### src/rtl/serial_pkg.sv
// Shared definitions for the bit-serial path: serializer state encoding and bit-order constants
// reused by the detector bench and the future deserializer.
package serial_pkg;

   typedef enum logic {
      IDLE  = 1'b0,
      SHIFT = 1'b1
   } ser_state_e;

   localparam bit SER_MSB_FIRST = 1'b1;
   localparam bit SER_LSB_FIRST = 1'b0;

endpackage

### src/rtl/ser_bit_counter.sv
// Bit-position counter for the serializer: tracks which bit of the word is on x_out.
module ser_bit_counter #(
   parameter int WIDTH = 8
) (
   input  logic                     clock,
   input  logic                     reset,
   input  logic                     clear,
   input  logic                     enable,
   output logic [$clog2(WIDTH)-1:0] cnt,
   output logic                     is_last
);

   localparam int             CW   = $clog2(WIDTH);
   localparam logic [CW-1:0]  LAST = CW'(WIDTH - 1);

   // Saturates at the last position; the next word restarts it through clear.
   always_ff @(posedge clock or negedge reset) begin
      if (!reset) begin
         cnt <= '0;
      end else if (clear) begin
         cnt <= '0;
      end else if (enable && !is_last) begin
         cnt <= cnt + CW'(1);
      end
   end

   assign is_last = (cnt == LAST);

endmodule

### src/rtl/piso_bit_serializer.sv
// Parallel-in/serial-out stage: accepts a word on valid/ready and emits it one bit per enabled
// clock with a payload qualifier and last-bit marker; back-to-back words run with no gap.
module piso_bit_serializer
   import serial_pkg::*;
#(
   parameter int   WIDTH     = 8,
   parameter bit   MSB_FIRST = SER_MSB_FIRST,
   parameter logic IDLE_BIT  = 1'b0
) (
   input  logic             clock,
   input  logic             reset,
   input  logic [WIDTH-1:0] din,
   input  logic             din_valid,
   output logic             din_ready,
   input  logic             shift_en,
   output logic             x_out,
   output logic             x_valid,
   output logic             frame_last,
   output logic             busy
);

   localparam int            CW      = $clog2(WIDTH);
   localparam logic [CW-1:0] PENULT  = CW'(WIDTH - 2);

   ser_state_e       state;
   ser_state_e       next_state;
   logic [WIDTH-1:0] shreg;
   logic [CW-1:0]    cnt;
   logic             is_last;
   logic             accept;
   logic             cnt_clear;
   logic             cnt_enable;
   logic             first_bit;
   logic [WIDTH-1:0] din_shifted;
   logic             next_bit;
   logic [WIDTH-1:0] shreg_shifted;

   assign din_ready = reset && shift_en && ((state == IDLE) || is_last);
   assign accept    = din_valid && din_ready;
   assign busy      = (state == SHIFT);

   // The first bit goes straight to x_out on accept, so shreg keeps only the bits still to come.
   assign first_bit     = MSB_FIRST ? din[WIDTH-1] : din[0];
   assign din_shifted   = MSB_FIRST ? {din[WIDTH-2:0], 1'b0} : {1'b0, din[WIDTH-1:1]};
   assign next_bit      = MSB_FIRST ? shreg[WIDTH-1] : shreg[0];
   assign shreg_shifted = MSB_FIRST ? {shreg[WIDTH-2:0], 1'b0} : {1'b0, shreg[WIDTH-1:1]};

   assign cnt_clear  = accept;
   assign cnt_enable = shift_en && (state == SHIFT);

   ser_bit_counter #(
      .WIDTH (WIDTH)
   ) u_counter (
      .clock   (clock),
      .reset   (reset),
      .clear   (cnt_clear),
      .enable  (cnt_enable),
      .cnt     (cnt),
      .is_last (is_last)
   );

   always_ff @(posedge clock or negedge reset) begin
      if (!reset) begin
         state <= IDLE;
      end else begin
         state <= next_state;
      end
   end

   always_comb begin
      next_state = state;
      unique case (state)
         IDLE: begin
            if (accept) begin
               next_state = SHIFT;
            end
         end
         SHIFT: begin
            if (shift_en && is_last && !accept) begin
               next_state = IDLE;
            end
         end
         default: next_state = IDLE;
      endcase
   end

   // With shift_en low nothing below changes, which is what makes a stall lossless.
   always_ff @(posedge clock or negedge reset) begin
      if (!reset) begin
         shreg      <= '0;
         x_out      <= IDLE_BIT;
         x_valid    <= 1'b0;
         frame_last <= 1'b0;
      end else if (shift_en) begin
         if (accept) begin
            shreg      <= din_shifted;
            x_out      <= first_bit;
            x_valid    <= 1'b1;
            frame_last <= 1'b0;
         end else if (state == SHIFT) begin
            if (is_last) begin
               shreg      <= '0;
               x_out      <= IDLE_BIT;
               x_valid    <= 1'b0;
               frame_last <= 1'b0;
            end else begin
               shreg      <= shreg_shifted;
               x_out      <= next_bit;
               x_valid    <= 1'b1;
               frame_last <= (cnt == PENULT);
            end
         end
      end
   end

endmodule
### config.mk
export PLATFORM = sky130hd
export DESIGN_NAME = piso_bit_serializer
export DESIGN_NICKNAME = d
export VERILOG_FILES = /design/src/rtl/serial_pkg.sv /design/src/rtl/ser_bit_counter.sv /design/src/rtl/piso_bit_serializer.sv
export SDC_FILE = /design/constraint.sdc
export NUM_CORES = 1
export LEC_CHECK = 0
export ABC_CLOCK_PERIOD_IN_PS = 2570
export BUFFER_PORTS_ARGS = -buffer_cell sky130_fd_sc_hd__buf_2
export CAP_MARGIN = 20
export CORE_MARGIN = 2
export CORE_UTILIZATION = 54
export DETAILED_ROUTE_END_ITERATION = 8
export PLACE_DENSITY = 0.79
export SLEW_MARGIN = 20
export SYNTH_ARGS = -nofsm -noshare
export SYNTH_HDL_FRONTEND = slang
export SYNTH_SLANG_ARGS = --single-unit
### constraint.sdc
create_clock -name clock -period 2.57 [get_ports clock]
set_clock_uncertainty 0.05 [all_clocks]
set_input_delay 0.257 -clock clock [delete_from_list [all_inputs] [get_ports clock]]
set_output_delay 0.257 -clock clock [all_outputs]
set_load 0.1 [all_outputs]
# After elaboration in Yosys (flattened, before gate mapping)
# Index checks and enable logic that the tools add are counted.
classes:
  n_addsub: 1
  eq_ne: 2
  mux: 17
  bitwise_logic: 1
  reduce_logical: 13
ops:
  columns: ["cell", "count"]
  rows:
  - ["8-bit 2-to-1 mux", 3]
  - ["1-bit 2-to-1 mux", 11]
  - ["1-bit logical AND", 7]
  - ["3-bit == test (second input constant)", 2]
  - ["3-bit 2-to-1 mux", 2]
  - ["2-bit nonzero test", 2]
  - ["3-bit by 1-bit adder with 3-bit output (second input constant)", 1]
  - ["1-bit logical NOT", 2]
  - ["1-bit one-hot mux with 2 select lines", 1]
  - ["2-bit AND reduction", 1]
  - ["1-bit logical OR", 1]
  - ["1-bit NOT", 1]
totals:
  reg_bits: 15
  out_inout_bits: 5
  wordCells: 40

# Depth between registers and ports, before layout
# Gate-level depths: netlist of the first run.
logic_depth:
  depth_word: 8
  mapped_depth: 6
  ltp_nobuf: 5

# By module
# From an unflattened synthesis of the first run, not the netlist that was laid out.
unflattened:
  cells_unflattened: 76
  hier_area_um2: 765.7
modules_own_cells:
  columns: ["module", "n_inst", "cells_per_inst", "area_each_um2"]
  rows:
  - ["piso_bit_serializer", 1, 61, 581.8]
  - ["ser_bit_counter", 1, 15, 183.9]

# Worst setup path after synthesis of the first run
# Ideal clock, no wire load.
synth_timing:
  kind: "flip-flop to output port"
  from: "reg state (netlist: busy)"
  to: "out din_ready"
  arrival_ns: 1.896
  slack_ns: 0.367
  stages_incl_launch_ff: 4
  cell_sequence: "dfrtp_1 nand2b_1 buf_2 and2_1"
synth_via:
  elab_chain_len: 3
synth_rtl:
  columns: ["element", "line_no", "source"]
  rows:
  - ["start, declared", "piso_bit_serializer.sv:25", "ser_state_e state;"]
  - ["start signal, assigned", "piso_bit_serializer.sv:66", "state <= next_state;"]
  - ["1-bit NOT", null, null]
  - ["1-bit logical OR", "piso_bit_serializer.sv:38", "assign din_ready = reset && shift_en && ((state == IDLE) || is_last);"]
  - ["1-bit logical AND", "piso_bit_serializer.sv:38", null]
  - ["end, declared", "piso_bit_serializer.sv:14", "output logic din_ready,"]
# No other way between the ends.

# Worst setup path in the final report of the first run
layout_timing:
  from: "reg u_counter.cnt[1]"
  to: "out din_ready"
layout_via:
  elab_chain_len: 3
layout_rtl:
  columns: ["element", "line_no", "source"]
  rows:
  - ["start, declared", "ser_bit_counter.sv:9", "output logic [$clog2(WIDTH)-1:0] cnt,"]
  - ["start signal, assigned", "ser_bit_counter.sv:23", "cnt <= cnt + CW'(1);"]
  - ["3-bit == test", "ser_bit_counter.sv:27", "assign is_last = (cnt == LAST);"]
  - ["1-bit logical OR", "piso_bit_serializer.sv:38", null]
  - ["1-bit logical AND", "piso_bit_serializer.sv:38", null]
# No other way between the ends.

==> results of run 1 <==
## state kept, by name, indices dropped and copies added (netlist names)
| signal | count |
|---|---|
| u_counter.cnt | 3 |
| x_out | 1 |
| x_valid | 1 |
| frame_last | 1 |
| busy | 1 |
| shreg | 7 |
## layout make-up
| class | instances | area (um2) | share of cell area |
|---|---|---|---|
| Clock buffer | 3 | 22.5 | 0.0258 |
| Inverter | 1 | 3.75 | 0.00430 |
| Multi-Input combinational cell | 55 | 373 | 0.427 |
| Sequential cell | 14 | 350 | 0.401 |
| Tap cell | 15 | 18.8 | 0.0215 |
| Timing Repair Buffer | 19 | 105 | 0.120 |
## power groups by stage
stage | Sequential, W | Combinational (W) | Clock (W)
2_1_floorplan | 0.000525 | 0.000286 | 0
3_3_place_gp | 0.000370 | 0.000517 | 0
3_5_place_dp | 0.000377 | 0.000527 | 0
4_1_cts | 0.000372 | 0.000530 | 0.000125
5_1_grt | 0.000384 | 0.000572 | 0.000132
6_report | 0.000371 | 0.000530 | 0.000120
## cell families (layout without fill, tap and decap cells)
group,count (synthesis),after routing,synth area share
xor+xnor,1,1,0.0112
fa+ha+maj,3,3,0.0482
compound gates,21,21,0.165
buf+inv,8,23,0.0722
simple gates,29,29,0.241
mux,1,1,0.0128
flops,14,14,0.449
## worst reg2reg max path, cell delays in order (launching register included)
cell and delay [ns]:
dfrtp_1 0.41, ha_1 0.19, ha_1 0.28, nand2b_1 0.20, buf_4 0.17, and3_4 0.19, a32o_1 0.25
## path summary, 6_finish.rpt
path                                                    from  slack (ns)  cells after the start                            to
worst max-delay path            u_counter.cnt[1]$_DFFE_PN0P_        0.41                      5                     din_ready
worst min-delay path                                  din[0]        0.18                      2          shreg[1]$_DFFE_PN0P_
worst max register to register  u_counter.cnt[1]$_DFFE_PN0P_        0.73                      6          shreg[1]$_DFFE_PN0P_
worst min register to register        frame_last$_DFFE_PN0P_        0.44                      1        frame_last$_DFFE_PN0P_
max in group asynchronous                              reset        1.80                      3  u_counter.cnt[1]$_DFFE_PN0P_
min in group asynchronous                              reset        0.30                      2                busy$_DFF_PN0_
## per-layer routing
layer,wire length [um],part of all wire,vias to the layer above
met1,753,0.46,325
li1,-,-,318
met2,743,0.46,28
met5,0,0,-
met4,25,0.015,0
met3,109,0.067,4
## cell usage in the layout (no fill, tap or decap)
cell type      netlist  final
or2_0                1      1
nand4_1              7      7
mux2i_1              1      1
a31oi_1              8      8
dfrtp_1             14     14
ha_1                 3      3
a21o_1               2      2
o2bb2ai_1            1      1
dlygate4sd3_1        0      1
nand2_1              4      4
a32o_1               1      1
nand2b_1             1      1
clkbuf_4             0      3
nand3b_1             8      8
and2_1               1      1
and3_4               1      1
nand4b_1             1      1
nand3_1              1      1
buf_4                0      2
buf_2                3     16
inv_1                1      1
and2_4               2      2
a21oi_1              9      9
nor2_1               2      2
xnor2_1              1      1
## through the flow
step / hold WS, ns / area, um2
6_report: 0.175 / 873
5_1_grt: 0.194 / 873
4_1_cts: 0.176 / 873
3_5_place_dp: 0.0664 / 841
3_3_place_gp: 0.0671 / 841
2_1_floorplan: -0.0886 / 779
## repair_timing
item,CTS,global route
hold endpoints to repair,6,0
endpoints found under the setup margin,0,0
hold buffers,1,0
==> results.toml, run 1 <==
[cts]
cts_sinks = 14
clk_path_buf_depth = 2
cts_buffers = 3
clkTransAtPathRegs_ns = 0.08
clock_latency_ns = 0.28
root_buffer = "clkbuf_4"
h-tree-depth = 1
cts_tree = "yes"
cts_resized = 0
cts_setup_buffers = 0

[setup_path]
timing.critical_path.buf_inv = 1
slowest_delay_ns = 0.42
crit_fanout = 11
crit_family = "adder cells"
crit_arrival_ns = 1.86
critPathKind = "reg -> out"
required_ns = 2.26
crit_chain = "ha_1 -> ha_1 -> nand2b_1 -> and2_1 -> buf_2"
end_kind = "output pin"
critPathSlowestCell = "buf_2"
cpMostUsedCell = "ha_1"
start_kind = "flip-flop"

[floorplanning]
rows = 13
core_um2 = 1320
die_w_um = 42.0
die_y_um = 42.0
die_area_um2 = 1760
start_util = 0.592
io_pins = 17

[synth]
postSynthCellCount = 77
syn_avg_cell_area_um2 = 10.1
async_reset_ff_frac = 1.00
synth.most_common_cell = "dfrtp_1"
yosysTopAreaCell = "dfrtp_1"
synth_common_cells = "14 x dfrtp_1, 9 x a21oi_1, 8 x a31oi_1, 8 x nand3b_1, 7 x nand4_1"
synth_seq_cells = 14
synthTopCellsByArea = "dfrtp_1 45%, nand3b_1 7.7%, a31oi_1 6.4%"
synth.distinct_cells = 24
synth_top_area_frac = 0.449
synth_edf_count = 0
ys_warn_count = 0
synth_ff_type = "dfrtp_1"
syn_nets = 92
ys_seq_area_frac = 0.449
netlist_area_um2 = 779

[layout]
fillCellCount = 100
fin_nets = 109
drive_gt1_frac = 0.261
finalCoreUtilization = 0.663
num_antenna_cells = 0
finalNonFillerCells = 107
area_delta_synth_final_pct = 12.0

[min_path]
hold_class = "in -> reg"

[timing]
finalWorstSetupSlack_ns = 0.408
worst_slew_margin_rel = 0.678
fmax_mhz = 462
tns_ns = 0
rsz0062_at_grt = "false"
drv_slew = 0
post-route-period-util = 0.841
worstMarginPinSlew_ns = 0.486
finalSetupViolations = 0
finalHoldViolCount = 0
period_needed_ns = 2.16

[pwr]
switching_share = 0.485
p_leak_nw = 0.391
p_switching_w = 0.000495
internal_power_w = 0.000526
p_clk_frac = 0.118
combPwrFrac = 0.519
power_w = 0.00102
vdd_drop_max_v = 0.000576
p_per_area_nw_per_um2 = 1170
seqPwrFrac = 0.363

[place]
io_buffers = 16
dp_hpwl_mm = 1.19
dp_cells = 103
place_congestion = 0.819
place_ws_ns = 0.714

[global_route]
met3_usage = 0.0431
grt.busiest_layer = "met2"
grt_max_degree = 16
grt_pass1_vias = 622
antenna_found_initial = 0
grt_pass1_wl_mm = 2.82
use_met1 = 0.299
track_usage = 0.213
grt.met2_usage = 0.325
grt_overflow = 0

[detailed_routing]
num_vias = 675
drtIter0Drc = 25
wirelength_mm = 1.63
antenna_left = 0
wl_per_cell_um = 15.3
drc = 0
viasPerCell = 6.31
drt_first_pass_iters = 4

[job]
cap_violations = 0

[status]
status = "finished, final reports clean"
(Power assumes the default switching activity.)
==> inputs of run 2 (changes only) <==
--- a/config.mk
+++ b/config.mk
@@ -5,13 +5,13 @@
 export SDC_FILE = /design/constraint.sdc
 export NUM_CORES = 1
 export LEC_CHECK = 0
-export ABC_CLOCK_PERIOD_IN_PS = 2570
+export ABC_CLOCK_PERIOD_IN_PS = 2009
 export BUFFER_PORTS_ARGS = -buffer_cell sky130_fd_sc_hd__buf_2
 export CAP_MARGIN = 20
 export CORE_MARGIN = 2
-export CORE_UTILIZATION = 54
+export CORE_UTILIZATION = 51
 export DETAILED_ROUTE_END_ITERATION = 8
-export PLACE_DENSITY = 0.79
+export PLACE_DENSITY = 0.76
 export SLEW_MARGIN = 20
 export SYNTH_ARGS = -nofsm -noshare
 export SYNTH_HDL_FRONTEND = slang
==> constraint.sdc (replaced) <==
create_clock -name clock -period 2.01 [get_ports clock]
set_clock_uncertainty 0.05 [all_clocks]
set_input_delay 0.201 -clock clock [delete_from_list [all_inputs] [get_ports clock]]
set_output_delay 0.201 -clock clock [all_outputs]
set_load 0.1 [all_outputs]
==> results.toml, run 2 (synthesized netlist as in run 1, its figures left out) <==
[status]
status = "finished, final reports clean"

[timing]
finalSetupViolations = 0
finalHoldViolCount = 0
tns_ns = 0
period_needed_ns = 1.91
fmax_mhz = 525
worstMarginPinSlew_ns = 0.485
worst_slew_margin_rel = 0.679
hold_slack_ns = 0.121
finalWorstSetupSlack_ns = 0.104
post-route-period-util = 0.948
rsz0062_at_grt = "false"
drv_slew = 0

[cts]
clkTransAtPathRegs_ns = 0.08
cts_sinks = 14
clk_path_buf_depth = 2
root_buffer = "clkbuf_4"
cts_tree = "yes"
clock_latency_ns = 0.28
cts_setup_buffers = 0
h-tree-depth = 1
cts_buffers = 3

[setup_path]
start_kind = "flip-flop"
end_kind = "output pin"
crit_arrival_ns = 1.66
required_ns = 1.76
crit_fanout = 11
critPathKind = "reg -> out"
r2r_start = "u_counter.cnt[1]$_DFFE_PN0P_"
crit_start = "u_counter.cnt[1]$_DFFE_PN0P_"

[pwr]
vdd_drop_max_v = 0.000783
power_w = 0.00132
p_per_area_nw_per_um2 = 1490
p_leak_nw = 0.388

[global_route]
grt_overflow = 0
antenna_found_initial = 0
grt.busiest_layer = "met1"
track_usage = 0.190
use_met1 = 0.271
grt_pass1_vias = 565
grt_pass1_wl_mm = 2.58
grt_max_degree = 18
grt.met2_usage = 0.266
met3_usage = 0.0255

[layout]
largest_reg_flops = 7
fillCellCount = 132
regMostFlops = "shreg"
area_delta_synth_final_pct = 14.0
drive_gt1_frac = 0.275
mostFrequentLayoutCells = "14 x dfrtp_1, 14 x buf_2, 9 x a21oi_1"
fin_nets = 108
multi_input_area_um2 = 377
final-seq-area_um2 = 350
num_antenna_cells = 0
reg.largest.list = "shreg x7, u_counter.cnt x3"

[detailed_routing]
wl_per_cell_um = 14.6
wirelength_mm = 1.57
drc = 0
drtIter0Drc = 15
viasPerCell = 5.92
drt_first_pass_iters = 4
antenna_left = 0
num_vias = 633

[place]
dp_hpwl_mm = 1.12
place_ws_ns = 0.302
place_congestion = 0.820
io_buffers = 16

[floorplanning]
die_area_um2 = 1860
rows = 14
core_um2 = 1470
io_pins = 17
die_w_um = 43.1
die_y_um = 43.1
start_util = 0.530

[min_path]
hold_start = "din[0]"
hold_class = "in -> reg"

[job]
cap_violations = 0
run 2: cell types whose count changed in the layout (fill, tap and decap cells not counted):
cell and change:
and2_1 -1, ha_2 +1, buf_4 -1, buf_12 +1, buf_2 -2, clkbuf_4 +1
ha_1 -1, and2_2 +1
run 2: critical path: stages, from the launching register on:
cell      delay [ns]
dfrtp_1         0.40
ha_1            0.20
ha_2            0.22
nand2b_1        0.19
and2_2          0.20
buf_12          0.16
run 2: what timing repair did:
| action | 4_1_cts | 5_1_grt |
|---|---|---|
| endpoints found under the setup margin | 0 | 1 |
| gates resized for setup | 0 | 2 |
| endpoints found under the hold margin | 14 | 0 |
| hold buffers | 1 | 0 |
run 2: path summary, 6_finish.rpt:
check,end,slack (ns),depth (start not counted)
worst max-delay path,din_ready,0.10,5
min in group asynchronous,x_out$_DFFE_PN0P_,0.29,2
worst min register to register,frame_last$_DFFE_PN0P_,0.45,1
worst min-delay path,shreg[1]$_DFFE_PN0P_,0.12,2
worst max register to register,u_counter.cnt[1]$_DFFE_PN0P_,0.39,5
max in group asynchronous,frame_last$_DFFE_PN0P_,1.43,2
run 2: routing by layer:
layer  share of wire  vias up
met2            0.42       19
met1            0.50      293
met3           0.047        5
met4           0.031        0
met5               0        -
li1                -      316
run 2: where the power goes:
part,switching [W],total [W],internal (W)
Combinational,0.000469,0.000687,0.000218
Clock,0.0000842,0.000154,0.0000695
Sequential,0.0000816,0.000479,0.000398
run 2: final cells by class:
class	instances	area share
well taps	16	0.0225
repair buffers	18	0.130
clock buffers	3	0.0254
flip-flops and latches	14	0.394
multi-input cells	55	0.424
inverters	1	0.00423
run 2: per-stage QoR:
stage	area (um2)	util	instances
finish	888	0.604	107
global route	888	0.604	107
CTS	883	0.600	107
detailed placement	851	0.578	103
global placement	851	0.578	103
floorplan	781	-	77
